`config.mk`:
```
export PLATFORM = sky130hd
export DESIGN_NAME = axi_gran_txn_tracker
export DESIGN_NICKNAME = d
export VERILOG_FILES = /design/src/rtl/axi_gran_pkg.sv /design/src/rtl/axi_gran_txn_tracker_slot.sv /design/src/rtl/axi_gran_txn_tracker.sv
export SDC_FILE = /design/constraint.sdc
export NUM_CORES = 1
export LEC_CHECK = 0
export CAP_MARGIN = 0
export CORE_ASPECT_RATIO = 0.6
export CORE_MARGIN = 2
export CORE_UTILIZATION = 50
export CTS_CLUSTER_SIZE = 40
export DETAILED_ROUTE_END_ITERATION = 10
export HOLD_SLACK_MARGIN = 0.06
export PLACE_DENSITY_LB_ADDON = 0.05
export RECOVER_POWER = 100
export SLEW_MARGIN = 20
export SYNTH_ARGS = -nofsm -noshare
export SYNTH_HDL_FRONTEND = slang
export SYNTH_SLANG_ARGS = --single-unit
export TNS_END_PERCENT = 5
```
`constraint.sdc`:
```
create_clock -name clk_i -period 5.8 [get_ports clk_i]
set_input_delay 1.45 -clock clk_i [delete_from_list [all_inputs] [get_ports clk_i]]
set_output_delay 1.45 -clock clk_i [all_outputs]
set_load 0.01 [all_outputs]
```
`src/rtl/axi_gran_pkg.sv`:
```
`default_nettype none
// ============================================================================
// Module      : axi_gran_pkg
// Description : Shared types and width helpers for the AXI granular
//               transaction tracker (slot status struct, occupancy and
//               age width functions).
// Revision    : 1.0 - initial release
// ============================================================================
package axi_gran_pkg;

  // Per-slot status reported by each slot to the tracker top.
  typedef struct packed {
    logic valid;  // slot holds a live transaction
    logic match;  // slot is the oldest (age 0) live transaction of cnt_id_i
    logic fin;    // the presented delta would exhaust the remaining beats
    logic err;    // matched-slot error view (sticky flag OR same-cycle set)
  } slot_status_t;

  // Width needed to count 0..n valid slots.
  function automatic int occ_width(input int n);
    return $clog2(n + 1);
  endfunction

  // Width of the per-slot age and slot index; never narrower than one bit.
  function automatic int age_width(input int n);
    return (n <= 1) ? 1 : $clog2(n);
  endfunction

endpackage
`default_nettype wire

```
`src/rtl/axi_gran_txn_tracker_slot.sv`:
```
`default_nettype none
// ============================================================================
// Module      : axi_gran_txn_tracker_slot
// Description : One tracking slot: valid, id, remaining beats, per-ID age and
//               (optionally) a sticky error flag, plus its update logic.
//               Sticky error tracking exists only when
//               AXI_GRAN_TRACKER_ERR_EN is defined.
// Revision    : 1.0 - initial release
// ============================================================================
module axi_gran_txn_tracker_slot
  import axi_gran_pkg::*;
#(
  parameter int IdWidth    = 4,
  parameter int LenWidth   = 8,
  parameter int DeltaWidth = LenWidth + 1,
  parameter int AgeWidth   = 2
) (
  input  logic                  clk_i,
  input  logic                  rst_ni,
  input  logic                  flush_i,
  input  logic                  alloc_i,      // this slot is filled this cycle
  input  logic [IdWidth-1:0]    alloc_id_i,
  input  logic [LenWidth-1:0]   alloc_len_i,
  input  logic [AgeWidth-1:0]   alloc_age_i,
  input  logic [IdWidth-1:0]    cnt_id_i,
  input  logic [DeltaWidth-1:0] cnt_delta_i,
  input  logic                  dec_i,        // count handshake with decrement
  input  logic                  set_err_i,    // count handshake with set_err
  input  logic                  free_i,       // some slot of cnt_id_i frees now
  output slot_status_t          status_o,
  output logic [IdWidth-1:0]    id_o,
  output logic [LenWidth:0]     rem_o
);

  localparam int RemW = LenWidth + 1;
  localparam int CmpW = (DeltaWidth > RemW) ? DeltaWidth : RemW;

  logic                valid_q, valid_d;
  logic [IdWidth-1:0]  id_q, id_d;
  logic [RemW-1:0]     rem_q, rem_d;
  logic [AgeWidth-1:0] age_q, age_d;

  logic [CmpW-1:0] rem_ext;
  logic [CmpW-1:0] delta_ext;
  logic            match;
  logic            fin;
  logic            hit_dec;
  logic            same_id;

  assign rem_ext   = CmpW'(rem_q);
  assign delta_ext = CmpW'(cnt_delta_i);
  assign same_id   = valid_q & (id_q == cnt_id_i);
  assign match     = same_id & (age_q == '0);
  assign fin       = valid_q & (delta_ext >= rem_ext);
  assign hit_dec   = dec_i & match;

  // Next-state: flush, fill, decrement/free, or age-down behind a freed peer.
  always_comb begin
    valid_d = valid_q;
    id_d    = id_q;
    rem_d   = rem_q;
    age_d   = age_q;
    if (flush_i) begin
      valid_d = 1'b0;
      rem_d   = '0;
      age_d   = '0;
    end else if (alloc_i) begin
      valid_d = 1'b1;
      id_d    = alloc_id_i;
      rem_d   = {1'b0, alloc_len_i} + RemW'(1);
      age_d   = alloc_age_i;
    end else if (hit_dec) begin
      if (fin) begin
        valid_d = 1'b0;
        rem_d   = '0;
        age_d   = '0;
      end else begin
        rem_d = RemW'(rem_ext - delta_ext);
      end
    end else if (free_i && same_id && (age_q != '0)) begin
      age_d = age_q - AgeWidth'(1);
    end
  end

  // Slot state register.
  always_ff @(posedge clk_i or negedge rst_ni) begin
    if (!rst_ni) begin
      valid_q <= 1'b0;
      id_q    <= '0;
      rem_q   <= '0;
      age_q   <= '0;
    end else begin
      valid_q <= valid_d;
      id_q    <= id_d;
      rem_q   <= rem_d;
      age_q   <= age_d;
    end
  end

`ifdef AXI_GRAN_TRACKER_ERR_EN
  logic err_q, err_d;

  // Sticky error: set by a matched set_err handshake, cleared on free/refill.
  always_comb begin
    err_d = err_q;
    if (flush_i || alloc_i) begin
      err_d = 1'b0;
    end else if (hit_dec && fin) begin
      err_d = 1'b0;
    end else if (set_err_i && match) begin
      err_d = 1'b1;
    end
  end

  // Error flag register.
  always_ff @(posedge clk_i or negedge rst_ni) begin
    if (!rst_ni) begin
      err_q <= 1'b0;
    end else begin
      err_q <= err_d;
    end
  end

  assign status_o.err = match & (err_q | set_err_i);
`else
  logic unused_set_err;
  assign unused_set_err = set_err_i;
  assign status_o.err   = 1'b0;
`endif

  assign status_o.valid = valid_q;
  assign status_o.match = match;
  assign status_o.fin   = fin;
  assign id_o           = id_q;
  assign rem_o          = rem_q;

endmodule
`default_nettype wire

```
`src/rtl/axi_gran_txn_tracker.sv`:
```
`default_nettype none
// ============================================================================
// Module      : axi_gran_txn_tracker
// Description : Tracks up to MaxTxns outstanding AXI bursts. Transactions of
//               the same ID are served in allocation order via a per-slot age;
//               the count port decrements the oldest one and frees it on its
//               final beat. Optional sticky per-slot errors are built when
//               AXI_GRAN_TRACKER_ERR_EN is defined.
// Revision    : 1.0 - initial release
// ============================================================================
module axi_gran_txn_tracker
  import axi_gran_pkg::*;
#(
  parameter int MaxTxns    = 4,
  parameter int IdWidth    = 4,
  parameter int LenWidth   = 8,
  parameter int DeltaWidth = LenWidth + 1
) (
  input  logic                         clk_i,
  input  logic                         rst_ni,
  input  logic                         flush_i,
  input  logic [IdWidth-1:0]           alloc_id_i,
  input  logic [LenWidth-1:0]          alloc_len_i,
  input  logic                         alloc_valid_i,
  output logic                         alloc_ready_o,
  input  logic [IdWidth-1:0]           cnt_id_i,
  input  logic [DeltaWidth-1:0]        cnt_delta_i,
  input  logic                         cnt_dec_i,
  input  logic                         cnt_set_err_i,
  input  logic                         cnt_valid_i,
  output logic                         cnt_ready_o,
  output logic [LenWidth-1:0]          cnt_len_o,
  output logic                         cnt_last_o,
  output logic                         cnt_err_o,
  output logic                         busy_o,
  output logic [$clog2(MaxTxns+1)-1:0] occupancy_o
);

  localparam int OccW = occ_width(MaxTxns);
  localparam int AgeW = age_width(MaxTxns);
  localparam int IdxW = AgeW;
  localparam int RemW = LenWidth + 1;

  slot_status_t       slot_status [MaxTxns];
  logic [IdWidth-1:0] slot_id     [MaxTxns];
  logic [RemW-1:0]    slot_rem    [MaxTxns];

  logic [MaxTxns-1:0] valid_vec;
  logic [MaxTxns-1:0] match_vec;
  logic [MaxTxns-1:0] fin_vec;
  logic [MaxTxns-1:0] err_vec;
  logic [MaxTxns-1:0] free_mask;
  logic [MaxTxns-1:0] alloc_sel;

  logic [IdxW-1:0] free_idx;
  logic            free_found;
  logic            any_match;
  logic            alloc_hs;
  logic            cnt_hs;
  logic            free_evt;
  logic            freed_same;
  logic [OccW-1:0] same_cnt;
  logic [OccW-1:0] occ;
  logic [AgeW-1:0] alloc_age;
  logic [RemW-1:0] rem_m;

  assign free_mask = ~valid_vec;
  assign any_match = |match_vec;

  // Lowest-index free slot via a trailing-zero count over the free mask.
  always_comb begin
    free_idx   = '0;
    free_found = 1'b0;
    for (int i = 0; i < MaxTxns; i++) begin
      if (!free_found && free_mask[i]) begin
        free_idx   = IdxW'(i);
        free_found = 1'b1;
      end
    end
  end

  assign alloc_ready_o = ~flush_i & free_found;
  assign alloc_hs      = alloc_valid_i & alloc_ready_o;
  assign cnt_ready_o   = ~flush_i & any_match;
  assign cnt_hs        = cnt_valid_i & cnt_ready_o;
  assign free_evt      = cnt_hs & cnt_dec_i & (|(match_vec & fin_vec));
  assign freed_same    = free_evt & (cnt_id_i == alloc_id_i);

  // Same-ID population, occupancy and matched-slot remaining-beats mux.
  always_comb begin
    same_cnt = '0;
    occ      = '0;
    rem_m    = '0;
    for (int i = 0; i < MaxTxns; i++) begin
      if (valid_vec[i] && (slot_id[i] == alloc_id_i)) begin
        same_cnt = same_cnt + OccW'(1);
      end
      occ = occ + OccW'(valid_vec[i]);
      if (match_vec[i]) begin
        rem_m = rem_m | slot_rem[i];
      end
    end
  end

  // A same-ID slot freeing this cycle moves the newcomer one place forward.
  assign alloc_age = AgeW'(same_cnt - OccW'(freed_same));

  assign cnt_len_o   = any_match ? LenWidth'(rem_m - RemW'(1)) : '0;
  assign cnt_last_o  = free_evt;
  assign cnt_err_o   = |err_vec;
  assign busy_o      = |valid_vec;
  assign occupancy_o = occ;

  for (genvar i = 0; i < MaxTxns; i++) begin : g_slot
    assign alloc_sel[i] = alloc_hs & (free_idx == IdxW'(i));

    axi_gran_txn_tracker_slot #(
      .IdWidth    (IdWidth),
      .LenWidth   (LenWidth),
      .DeltaWidth (DeltaWidth),
      .AgeWidth   (AgeW)
    ) u_slot (
      .clk_i       (clk_i),
      .rst_ni      (rst_ni),
      .flush_i     (flush_i),
      .alloc_i     (alloc_sel[i]),
      .alloc_id_i  (alloc_id_i),
      .alloc_len_i (alloc_len_i),
      .alloc_age_i (alloc_age),
      .cnt_id_i    (cnt_id_i),
      .cnt_delta_i (cnt_delta_i),
      .dec_i       (cnt_hs & cnt_dec_i),
      .set_err_i   (cnt_hs & cnt_set_err_i),
      .free_i      (free_evt),
      .status_o    (slot_status[i]),
      .id_o        (slot_id[i]),
      .rem_o       (slot_rem[i])
    );

    assign valid_vec[i] = slot_status[i].valid;
    assign match_vec[i] = slot_status[i].match;
    assign fin_vec[i]   = slot_status[i].fin;
    assign err_vec[i]   = slot_status[i].err;
  end

endmodule
`default_nettype wire
```
==> results of run 1 <==
[kinds of logic after synthesis]
| family | Yosys count | share of synthesized area, % |
|---|---|---|
| adder cells (fa/ha/maj) | 55 | 11.9 |
| XOR/XNOR | 71 | 10.5 |
| AND/OR/NAND/NOR | 243 | 20.0 |
| AO/OA/AOI/OAI | 207 | 23.0 |
| flip-flops | 64 | 26.3 |
| buffers and inverters | 83 | 6.17 |
| multiplexers | 12 | 2.04 |
| other | 1 | 0.0616 |
[routing by layer]
layer  track usage (%)  vias to the layer above  wire length (um)
li1                  -                     2825                 -
met1              48.8                     2845              9890
met2              44.6                      294              8080
met3              10.7                       24              2420
met4              5.30                        0               224
met5                 0                        -                 0
[timing repair]
action                     4_1_cts  5_1_grt
gates resized for setup         12        9
setup endpoints to repair        7        7
cloned                           0        0
pin swaps                        6        3
[sequential cells by signal, indices dropped and copies added, names as in the netlist]
signal                 cells
g_slot.u_slot.age_q        8
g_slot.u_slot.id_o        16
g_slot.u_slot.rem_o       36
g_slot.u_slot.valid_q      4
[stage by stage]
step / util, % / TNS, ns / area (um2)
final: 62.3 / 0 / 7450
after global routing: 62.3 / -0.0687 / 7450
after CTS: 62.5 / 0 / 7460
after detailed placement: 59.4 / -0.781 / 7090
after global placement: 59.4 / -0.437 / 7090
after floorplan: - / 0 / 6080
[worst register-to-register path: stages (launching register included)]
cell and delay [ns]:
dfrtp_1 0.46, ha_1 0.32, nor2b_1 0.15, o31ai_1 0.26, buf_4 0.17, a21oi_1 0.06
o41ai_2 0.23, buf_4 0.18, a22oi_1 0.14, a211oi_1 0.24, buf_4 0.17, and4_1 0.20
ha_1 0.22, inv_1 0.10, xnor2_1 0.17, clkbuf_1 0.37, o21ai_0 0.15, mux2_1 0.30
[area by class of cell]
class	count	area, um2	area share [%]
timing repair buffer	116	961	12.9
tap	165	206	2.77
sequential	64	1600	21.5
multi-input combinational	589	4170	56.0
inverter	48	180	2.42
clock inverter	7	103	1.38
clock buffer	9	225	3.02
[report_power, final]
group / internal [mW] / switching, mW
combinational: 0.239 / 0.312
sequential: 0.502 / 0.0534
clock: 0.381 / 0.232
total: 1.12 / 0.597
[cell usage after synthesis (6+ instances only)]
cell / n
nand2b_1: 7
and2_1: 6
clkbuf_1: 19
inv_1: 47
nor2_1: 48
nand2_1: 87
nor3_1: 8
a21o_1: 13
xnor2_1: 34
a22oi_1: 21
buf_2: 6
o2111ai_1: 8
dfrtp_1: 64
a21oi_1: 58
a31oi_1: 9
xor2_1: 35
o21ai_0: 39
and3_1: 12
o31ai_1: 6
a211oi_1: 8
nand4_1: 13
nor2b_1: 13
mux2i_1: 9
ha_1: 50
nand3_1: 27
[worst max path at each step]
stage                         to  slack, ns  cells after the start
global route        cnt_len_o[6]      -0.04                     14
detailed placement    cnt_last_o      -0.23                     13
CTS                 cnt_len_o[6]      0.001                     14
finish              cnt_len_o[6]       0.04                     12
global placement      cnt_last_o      -0.17                     13
floorplan             cnt_last_o       0.88                      8
==> run summary, run 1 <==
Status = finished with violations
Failing checks = max-capacitance violations, max-slew violations
Postcts setup bufs = 0
Post-Place Worst Slack = -0.234 ns
Routed vias/inst = 6.00
Top cell type's share of synthesized area = 26.3%
FP Rows = 31
Crit path launch = cnt_id_i[0]
Post-CTS Hold Buffers = 0
Antenna-violating nets left = 0
Mapped Nets = 823
Dominant cell type by area after synthesis = dfrtp_1
Worst-margin pin slew = 3.77 ns
Avg Cell Area, Syn = 8.27 um2
Clock-pin slew on the worst setup and hold paths = 0.06 ns
Crit path max-delay family = buffers and inverters
CP Max Fanout = 5
Setup crit end kind = output port
Share of layout cells above drive strength 1 = 13.3%
Max clock buf depth = 2
Global route overflow = 0
Cells after Synth = 736
Worst R2R Setup Slack = 1.80 ns
Worst Clk Skew = 0.00705 ns
Slowest CP cell = clkdlybuf4s50_1
Power per cell area = 231 nW/um2
Leak = 3.55 nW
Yosys cell types = 68
Iter 0 DRT Violations = 649
Crit-path cells = clkdlybuf4s50_1, buf_4, xor2_1, nor3_2, and3_1, a222oi_1, a21boi_1, buf_4, nand4_1, xnor2_1, nor2_1, clkdlybuf4s50_1
Final setup violation count = 0
Number of I/O port buffers = 45
Critical path data required time = 4.35 ns
Total GRT Usage = 32.2%
Aggregate routed wire length = 20600 um
Fill cell count = 1080
Initial antenna violation count = 0
Reg-to-reg critical path startpoint = g_slot[3].u_slot.rem_o[1]$_DFFE_PN0P_
Clock sinks = 64
Commonest non-fill, non-tap cell in the layout = nand2_1
RSZ-0062 raised after global routing = true
Synth Cell Area = 6080 um2
Placed insts = 982
Die Height = 89.5 um
Final period util = 99.2%
Pin count of the biggest net entering global routing = 65
Largest cells by area after synthesis = dfrtp_1 26%, ha_1 10%, nand2_1 5.4%, xor2_1 5.0%, xnor2_1 4.9%
Total power = 1.72 mW
Commonest non-fill, non-tap cells in the layout = 87 x nand2_1, 64 x dfrtp_1, 63 x buf_4
Per-cell routed wire length = 20.7 um
Final setup margin = 0.0447 ns
CP Launch Type = input pin
Hold Crit Start = g_slot[3].u_slot.age_q[1]$_DFFE_PN0P_
Worst skew pair latency = 0.34 ns
Final net count = 915
Sequential share of the synthesized area = 26.3%
Worst VDD drop = 0.146 mV
F_max = 0.174 GHz
# diodes = 0
Worst Hold End = g_slot[3].u_slot.age_q[1]$_DFFE_PN0P_
Crit-path max cell delay = 0.53 ns
I/O pins = 48
H-tree Lvls = 3
DRT Pass-1 Iters = 5
WP data arrival = 4.31 ns
Worst Hold Depth = 1
Fin cells = 998
Tightest Hold Check Type = reg -> reg
First-pass GRT wire length = 31600 um
Critical path class = in -> out
HPWL after DPL = 16100 um
Ys async rst share = 100%
CTS root buf = clkbuf_16
#FFs+latches synth = 64
Max-cap violation count = 2
Minimum clock period = 5.76 ns
Core footprint = 11900 um2
Area Growth Syn to Fin = 22.4%
Via Count = 5988
Ys Warns = 0
Cts bufs inserted = 9
Buf/Inv on CP = 4
Final Max Slew Viols = 93
R2R Path End = g_slot[3].u_slot.age_q[1]$_DFFE_PN0P_
Gpl congestion = 0.885
Slew HR = -151%
Hold Vio Cnt, Final = 0
CTS tree = yes
DR DRC count = 0
Post-synth EDFFs = 0
Worst hold slack = 0.496 ns
Die area = 13100 um2
Main synth FF type = dfrtp_1
Vias in the first global route = 5487
Die X = 146 um
Reg2Reg Depth = 17
Initial Util = 50.9%
No activity file was read; power rests on OpenSTA's default activity.
==> inputs of run 2 (changes only) <==
--- a/config.mk
+++ b/config.mk
@@ -8,7 +8,7 @@
 export CAP_MARGIN = 0
 export CORE_ASPECT_RATIO = 0.6
 export CORE_MARGIN = 2
-export CORE_UTILIZATION = 50
+export CORE_UTILIZATION = 35
 export CTS_CLUSTER_SIZE = 40
 export DETAILED_ROUTE_END_ITERATION = 10
 export HOLD_SLACK_MARGIN = 0.06
==> run summary, run 2 (synthesis results as in run 1) <==
Final setup margin = -0.0671 ns (was 0.0447 ns)
Crit-path cells = clkdlybuf4s50_1, buf_4, xor2_2, nor3_2, and3_2, a222oi_1, a21boi_2, buf_4, buf_4, xnor2_1, nor2_1, clkdlybuf4s50_1 (was clkdlybuf4s50_1, buf_4, xor2_1, nor3_2, and3_1, a222oi_1, a21boi_1, buf_4, nand4_1, xnor2_1, nor2_1, clkdlybuf4s50_1)
Cts bufs inserted = 9 (unchanged)
Antenna-violating nets left = 0 (unchanged)
Leak = 3.54 nW (was 3.55 nW)
Status = finished with violations (unchanged)
# diodes = 0 (unchanged)
WP data arrival = 4.42 ns (was 4.31 ns)
Max-cap violation count = 3 (was 2)
RSZ-0062 raised after global routing = true (unchanged)
Area Growth Syn to Fin = 24.6% (was 22.4%)
Share of layout cells above drive strength 1 = 14.6% (was 13.3%)
Initial Util = 35.6% (was 50.9%)
First-pass GRT wire length = 34100 um (was 31600 um)
R2R Path End = g_slot[3].u_slot.age_q[1]$_DFFE_PN0P_ (unchanged)
Aggregate routed wire length = 21700 um (was 20600 um)
Reg-to-reg critical path startpoint = g_slot[1].u_slot.rem_o[1]$_DFFE_PN0P_ (was g_slot[3].u_slot.rem_o[1]$_DFFE_PN0P_)
Global route overflow = 0 (unchanged)
Worst Hold End = g_slot[1].u_slot.rem_o[8]$_DFFE_PN0P_ (was g_slot[3].u_slot.age_q[1]$_DFFE_PN0P_)
Die area = 18500 um2 (was 13100 um2)
I/O pins = 48 (unchanged)
CTS tree = yes (unchanged)
Fin cells = 1068 (was 998)
Met3 Use GR = 5.72% (was 10.7%)
Met2 usage = 33.4% (was 44.6%)
Die X = 174 um (was 146 um)
Power per cell area = 221 nW/um2 (was 231 nW/um2)
Cell repeated most along the worst path = buf_4
Worst skew pair latency = 0.34 ns (about the same)
Final net count = 916 (was 915)
Initial antenna violation count = 0 (unchanged)
F_max = 0.170 GHz (was 0.174 GHz)
Gr busiest metal = met1 (unchanged)
Max reg flops = 36 (unchanged)
Via Count = 5925 (was 5988)
Finished Cell Area = 7580 um2 (was 7450 um2)
Total GRT Usage = 24.4% (was 32.2%)
Commonest non-fill, non-tap cell in the layout = nand2_1 (unchanged)
Iter 0 DRT Violations = 581 (was 649)
Worst-margin pin slew = 2.54 ns (was 3.77 ns)
CP Max Fanout = 5 (unchanged)
Number of I/O port buffers = 45 (unchanged)
HPWL after DPL = 17000 um (was 16100 um)
DRT Pass-1 Iters = 5 (unchanged)
Minimum clock period = 5.87 ns (was 5.76 ns)
Max clock buf depth = 2 (unchanged)
Critical path class = in -> out (unchanged)
Post-CTS Hold Buffers = 0 (unchanged)
CP Launch Type = input pin (unchanged)
DR DRC count = 0 (unchanged)
Met1 Use GR = 38.3% (was 48.8%)
Area after DPL = 7190 um2 (was 7090 um2)
Crit path max-delay family = buffers and inverters (unchanged)
Clock-pin slew on the worst setup and hold paths = 0.06 ns (about the same)
H-tree Lvls = 3 (unchanged)
Reg2Reg Depth = 16 (was 17)
Buf/Inv on CP = 5 (was 4)
Worst Hold Depth = 2 (was 1)
Die Height = 106 um (was 89.5 um)
Per-cell routed wire length = 20.3 um (was 20.7 um)
Hold Crit Start = g_slot[1].u_slot.rem_o[8]$_DFFE_PN0P_ (was g_slot[3].u_slot.age_q[1]$_DFFE_PN0P_)
Clock sinks = 64 (unchanged)
Worst hold slack = 0.486 ns (was 0.496 ns)
Tightest Hold Check Type = reg -> reg (unchanged)
Crit-path max cell delay = 0.69 ns (was 0.53 ns)
Hold Vio Cnt, Final = 0 (unchanged)
Final setup violation count = 1 (was 0)
Final period util = 101% (was 99.2%)
Worst R2R Setup Slack = 2.05 ns (was 1.80 ns)
Pin count of the biggest net entering global routing = 40 (was 65)
Vias in the first global route = 5766 (was 5487)
Gpl congestion = 0.926 (was 0.885)
FP Rows = 37 (was 31)
Failing checks = max-capacitance violations, max-slew violations, negative setup slack (was max-capacitance violations, max-slew violations)
Commonest non-fill, non-tap cells in the layout = 87 x nand2_1, 66 x buf_4, 64 x dfrtp_1 (was 87 x nand2_1, 64 x dfrtp_1, 63 x buf_4)
Critical path data required time = 4.35 ns (about the same)
Core footprint = 17100 um2 (was 11900 um2)
Worst Clk Skew = 0.00912 ns (was 0.00705 ns)
Placed insts = 1051 (was 982)
Worst VDD drop = 0.160 mV (was 0.146 mV)
Slew HR = -69.5% (was -151%)
Routed vias/inst = 5.55 (was 6.00)
Slowest CP cell = a222oi_1 (was clkdlybuf4s50_1)
Setup crit end kind = output port (unchanged)
CTS root buf = clkbuf_16 (unchanged)
Final Max Slew Viols = 95 (was 93)
## run 2: worst max path at each step
| stage | startpoint | endpoint | slack [ns] | depth (start not counted) |
|---|---|---|---|---|
| after floorplan | cnt_delta_i[1] | cnt_last_o | 0.88 | 8 |
| final | cnt_id_i[1] | cnt_len_o[6] | -0.07 | 12 |
| after detailed placement | cnt_delta_i[1] | cnt_last_o | -0.39 | 13 |
| after CTS | cnt_id_i[1] | cnt_len_o[6] | 0.005 | 13 |
| after global placement | cnt_delta_i[1] | cnt_last_o | -0.42 | 13 |
| after global routing | cnt_id_i[1] | cnt_len_o[6] | -0.11 | 13 |
## run 2: through the flow
| step | total power, mW | util [%] | setup slack (ns) | TNS (ns) |
|---|---|---|---|---|
| floorplan | 0.902 | - | 0.884 | 0 |
| global placement | 1.09 | 42.1 | -0.417 | -2.02 |
| detailed placement | 1.10 | 42.1 | -0.387 | -2.05 |
| CTS | 1.68 | 44.4 | 0.00526 | 0 |
| global route | 1.78 | 44.4 | -0.109 | -0.192 |
| finish | 1.68 | 44.4 | -0.0671 | -0.0671 |
## run 2: report_power, final
part / switching, mW / internal (mW) / total [mW]
sequential: 0.0553 / 0.502 / 0.558
combinational: 0.313 / 0.242 / 0.555
clock: 0.223 / 0.344 / 0.567
## run 2: per-layer routing
metal  part of all wire (%)  wire (um)
met1                     53      11400
met2                     39       8400
met3                    7.9       1720
met4                   0.64        139
met5                      0          0
## run 2: final cells by class
| type | instances | area [um2] |
|---|---|---|
| Clock buffer | 11 | 243 |
| Clock inverter | 5 | 56.3 |
| Fill cell | 1718 | 9500 |
| Inverter | 48 | 180 |
| Multi-Input combinational cell | 589 | 4220 |
| Sequential cell | 64 | 1600 |
| Tap cell | 234 | 293 |
| Timing Repair Buffer | 117 | 991 |
## run 2: tightest hold or removal path, stage by stage (launching register included)
cell and delay [ns]:
dfrtp_1 0.34, nand2_1 0.05, o21ai_0 0.06
## run 2: timing repair
| item | CTS | global route |
|---|---|---|
| setup buffers | 1 | 0 |
| resized for setup | 23 | 5 |
| pin swaps | 5 | 3 |
| setup endpoints to repair | 8 | 8 |
==> inputs of run 3 (changes only) <==
--- a/config.mk
+++ b/config.mk
@@ -5,6 +5,7 @@
 export SDC_FILE = /design/constraint.sdc
 export NUM_CORES = 1
 export LEC_CHECK = 0
+export ABC_AREA = 0
 export CAP_MARGIN = 0
 export CORE_ASPECT_RATIO = 0.6
 export CORE_MARGIN = 2
==> results of run 3 <==
No change in the layout: final DEF, timing and power equal those of run 2.
